File: config.mk
export PLATFORM = sky130hd
export DESIGN_NAME = instr_fetch_queue
export DESIGN_NICKNAME = d
export VERILOG_FILES = /design/src/rtl/instr_fetch_queue.sv
export SDC_FILE = /design/constraint.sdc
export NUM_CORES = 1
export LEC_CHECK = 0
export ABC_AREA = 1
export BUFFER_PORTS_ARGS = -buffer_cell sky130_fd_sc_hd__buf_2
export CORE_UTILIZATION = 40
export DETAILED_ROUTE_END_ITERATION = 8
export HOLD_SLACK_MARGIN = 0.06
export PLACE_DENSITY = 0.66
export SETUP_SLACK_MARGIN = 0.3
export SKIP_CTS_REPAIR_TIMING = 1
export SYNTH_ARGS = -nofsm -noshare
export SYNTH_HDL_FRONTEND = slang
export SYNTH_SLANG_ARGS = --single-unit
File: constraint.sdc
create_clock -name clk -period 3.1 [get_ports clk]
set_input_delay 0.62 -clock clk [delete_from_list [all_inputs] [get_ports clk]]
set_output_delay 0.62 -clock clk [all_outputs]
set_load 0.01 [all_outputs]
File: src/rtl/instr_fetch_queue.sv
// rtl/instr_fetch_queue.sv - PC-side instruction fetch queue
// Issues ROM reads from prog_ctr, queues {instr, pc} and hands them to the decoder.
module instr_fetch_queue #(
  parameter int D     = 10,
  parameter int W     = 9,
  parameter int DEPTH = 3
) (
  input  logic         clk,
  input  logic         reset,
  input  logic [D-1:0] prog_ctr,
  input  logic         jump_taken,
  output logic         stall,
  output logic         rom_re,
  output logic [D-1:0] rom_addr,
  input  logic [W-1:0] rom_data,
  output logic         instr_valid,
  output logic [W-1:0] instr,
  output logic [D-1:0] instr_pc,
  input  logic         instr_ready
);

  localparam int PW = (DEPTH > 1) ? $clog2(DEPTH) : 1;
  localparam int CW = $clog2(DEPTH + 1);

  logic [W-1:0]  mem_instr [DEPTH];
  logic [D-1:0]  mem_pc    [DEPTH];
  logic [PW-1:0] rd_ptr;
  logic [PW-1:0] wr_ptr;
  logic [CW-1:0] count;
  logic          inflight;
  logic [D-1:0]  inflight_pc;
  logic [CW:0]   occupancy;
  logic          enq;
  logic          deq;

  function automatic logic [PW-1:0] bump(input logic [PW-1:0] p);
    return (p == PW'(DEPTH - 1)) ? '0 : p + PW'(1);
  endfunction

  // Reserve a slot for the read already in flight so its response always fits.
  assign occupancy   = {1'b0, count} + (CW+1)'(inflight);
  assign stall       = ~jump_taken & (occupancy >= (CW+1)'(DEPTH));
  assign rom_re      = reset & ~jump_taken & ~stall;
  assign rom_addr    = prog_ctr;

  assign instr_valid = (count != '0);
  assign instr       = instr_valid ? mem_instr[rd_ptr] : '0;
  assign instr_pc    = instr_valid ? mem_pc[rd_ptr]    : '0;

  assign enq = inflight & ~jump_taken;
  assign deq = instr_valid & instr_ready & ~jump_taken;

  always_ff @(posedge clk or negedge reset) begin
    if (!reset) begin
      count       <= '0;
      rd_ptr      <= '0;
      wr_ptr      <= '0;
      inflight    <= 1'b0;
      inflight_pc <= '0;
    end else begin
      inflight    <= rom_re;
      inflight_pc <= prog_ctr;
      if (jump_taken) begin
        count  <= '0;
        rd_ptr <= '0;
        wr_ptr <= '0;
      end else begin
        if (enq) wr_ptr <= bump(wr_ptr);
        if (deq) rd_ptr <= bump(rd_ptr);
        case ({enq, deq})
          2'b10:   count <= count + CW'(1);
          2'b01:   count <= count - CW'(1);
          default: count <= count;
        endcase
      end
    end
  end

  // Storage needs no reset: entries are only visible while count covers them.
  always_ff @(posedge clk) begin
    if (enq) begin
      mem_instr[wr_ptr] <= rom_data;
      mem_pc[wr_ptr]    <= inflight_pc;
    end
  end

endmodule

==> reports/qor.yml <==
syn_nets: 266
finalHoldViolations: 0
crit_chain: "nor2_4 > nand2_1 > nand3_2 > nand2_1 > inv_1 > buf_2"
slowest_stage: "dfrtp_1"
viasPerCell: 4.39
relSlewSlack: 0.509
cp-end-kind: "output pin"
synth_cells: 241
rsz0062_at_grt: "false"
drv_cap: 0
swShare: 0.317
finClkSkew_ns: 0.00950
syn_area_per_cell_um2: 12.5
grt-ovfl-total: 0
io_pins: 55
peakVddDrop_uv: 310
clockRootBuffer: "clkbuf_8"
n_fill_cell: 651
seq_power_share: 0.487
setup_tns_ns: 0
area_growth_pct: 14.6
leakagePower_uw: 0.00156
die_height_um: 88.7
grt_first_pass_wirelength_mm: 7.97
drv_slew: 0
min_period_ns: 2.48
yosys_warnings: 0
initial_core_util: 0.415
power.density_mw_per_mm2: 689
io_buffers: 54
core_mm2: 0.00725
critical_path_peak_fanout: 19
cp.arrival_ns: 1.86
die-area_mm2: 0.00787
rows: 31
clockBufferDepth: 2
worstHoldPathType: "in -> async"
max_stage_delay_ns: 0.58
mappedNetlistArea_mm2: 0.00301
cts_max_level: 3
synth_seq_area_share: 0.711
numCtsBuffers: 9
setup_violations: 0
layout-drive-gt1-share: 0.299
place_congestion: 0.848
fmax_mhz: 402
timing.rr.start: "inflight"
first_pass_iters: 4
grt_max_degree: 24
fin_util: 0.475
crit_start: "rd_ptr[1]"
tightest_slew_ns: 0.736
antenna_cells: 0
layout_common_cells: "nand2_1, edfxtp_1, buf_2, inv_1, dfrtp_1"
cts.clk_slew.worst_paths_ns: 0.08
outcome: "finished, final reports clean"
grt_pass1_vias: 1644
cts_sinks: 74
nets: 318
cts_tree: "yes"
critPathRequiredTime_ns: 2.48
fp.dieW_um: 88.7
final_common_cell: "nand2_1"
synth_cell_types: 25
crit_type: "reg -> out"
synth-seq-cells: 74
antenna_found_initial: 0
wl_per_cell_um: 12.4
dp_hpwl_mm: 3.25
postRouteWirelength_mm: 4.93
p_int_uw: 1620
drtIter0Drc: 107
grtUsageTotal: 0.143
crit_top_cell: "nand2_1"
finalCritPeriodShare: 0.802
comb_power_share: 0.262
clkPwrFrac: 0.251
start_kind: "flip-flop"
num_vias: 1743
postRouteAntennaNets: 0
clk_latency_ns: 0.34
p_sw_uw: 752
route.detailed.drc: 0
==> worst max-delay path: cells and delay by family, from the launching register on <==
| kind | cells | cell delay, ns |
|---|---|---|
| buf+inv | 2 | 0.19 |
| flops | 1 | 0.58 |
| simple gates | 4 | 0.76 |
==> cell families (layout without fill, tap and decap cells) <==
group	count (synthesis)	in the layout	share of synthesized area
and+or+nand+nor	106	106	0.161
DFF	74	74	0.711
buffers and inverters	44	101	0.0841
AOI/OAI and AO/OA	14	14	0.0333
adders and majority gates	2	2	0.00832
xor gates and xnor gates	1	1	0.00291
==> layout make-up <==
| class | count | area (um2) | share of cell area |
|---|---|---|---|
| inverters | 27 | 101 | 0.0294 |
| multi-input cells | 123 | 627 | 0.182 |
| clock buffers | 12 | 135 | 0.0392 |
| flip-flops and latches | 74 | 2140 | 0.620 |
| repair buffers | 58 | 300 | 0.0871 |
| clock inverters | 4 | 21.3 | 0.00617 |
| well taps | 99 | 124 | 0.0359 |
==> power groups by stage <==
stage / clock (uW) / combinational [uW] / sequential (uW)
3_5_place_dp: 0 / 637 / 1180
2_1_floorplan: 0 / 490 / 1160
3_3_place_gp: 0 / 627 / 1170
4_1_cts: 618 / 638 / 1160
6_report: 596 / 622 / 1150
5_1_grt: 669 / 716 / 1160
==> synth_stat cells <==
master | number | area [um2]
a21oi_1 | 1 | 5.00
clkbuf_8 | 1 | 13.8
nand3_2 | 2 | 20.0
clkbuf_1 | 1 | 3.75
o31ai_1 | 2 | 15.0
buf_4 | 10 | 75.1
ha_1 | 2 | 25.0
nand2_2 | 11 | 68.8
edfxtp_1 | 57 | 1710
dfrtp_1 | 17 | 425
nor2_8 | 1 | 20.0
buf_6 | 3 | 33.8
nand3_1 | 14 | 70.1
inv_1 | 26 | 97.6
nor2_4 | 1 | 11.3
nor2_1 | 5 | 18.8
buf_12 | 1 | 20.0
nand2_1 | 70 | 263
nand4_1 | 1 | 6.26
nor3_1 | 1 | 5.00
a22oi_1 | 9 | 67.6
buf_2 | 1 | 5.00
xor2_1 | 1 | 8.76
o22ai_1 | 2 | 12.5
inv_2 | 1 | 3.75
==> through the flow <==
stage | power [uW] | hold WS, ns | area (um2) | cells | setup WS [ns]
after global routing | 2550 | 0.245 | 3450 | 397 | 0.438
after global placement | 1800 | 0.463 | 3290 | 381 | 0.811
final | 2370 | 0.221 | 3450 | 397 | 0.615
after CTS | 2410 | 0.236 | 3450 | 397 | 0.564
after floorplan | 1650 | 0.324 | 3010 | 241 | 0.444
after detailed placement | 1810 | 0.460 | 3290 | 381 | 0.761
==> state kept, by name (all words and copies together), names as in the netlist <==
name,cells
inflight_pc,10
wr_ptr,2
mem_pc,30
count,2
inflight,1
mem_instr,27
rd_ptr,2
==> worst paths after layout <==
path                                   end  slack [ns]  cells after the start
setup / recovery               instr_pc[4]        0.62                      6
hold / removal              inflight_pc[4]        0.22                      1
setup reg to reg           mem_instr[1][5]        1.36                      3
hold reg to reg               mem_pc[2][9]        0.47                      0
max in group asynchronous        wr_ptr[1]        2.57                      1
min in group clk            inflight_pc[4]        0.39                      1
==> per-layer routing <==
layer  track usage  up-vias  share of wire
met1         0.176      800           0.45
met2         0.236       40           0.49
met4        0.0748        0          0.021
li1              -      893              -
met3        0.0336       10          0.042
met5             0        -              0
No activity file was read; power rests on OpenSTA's default activity.
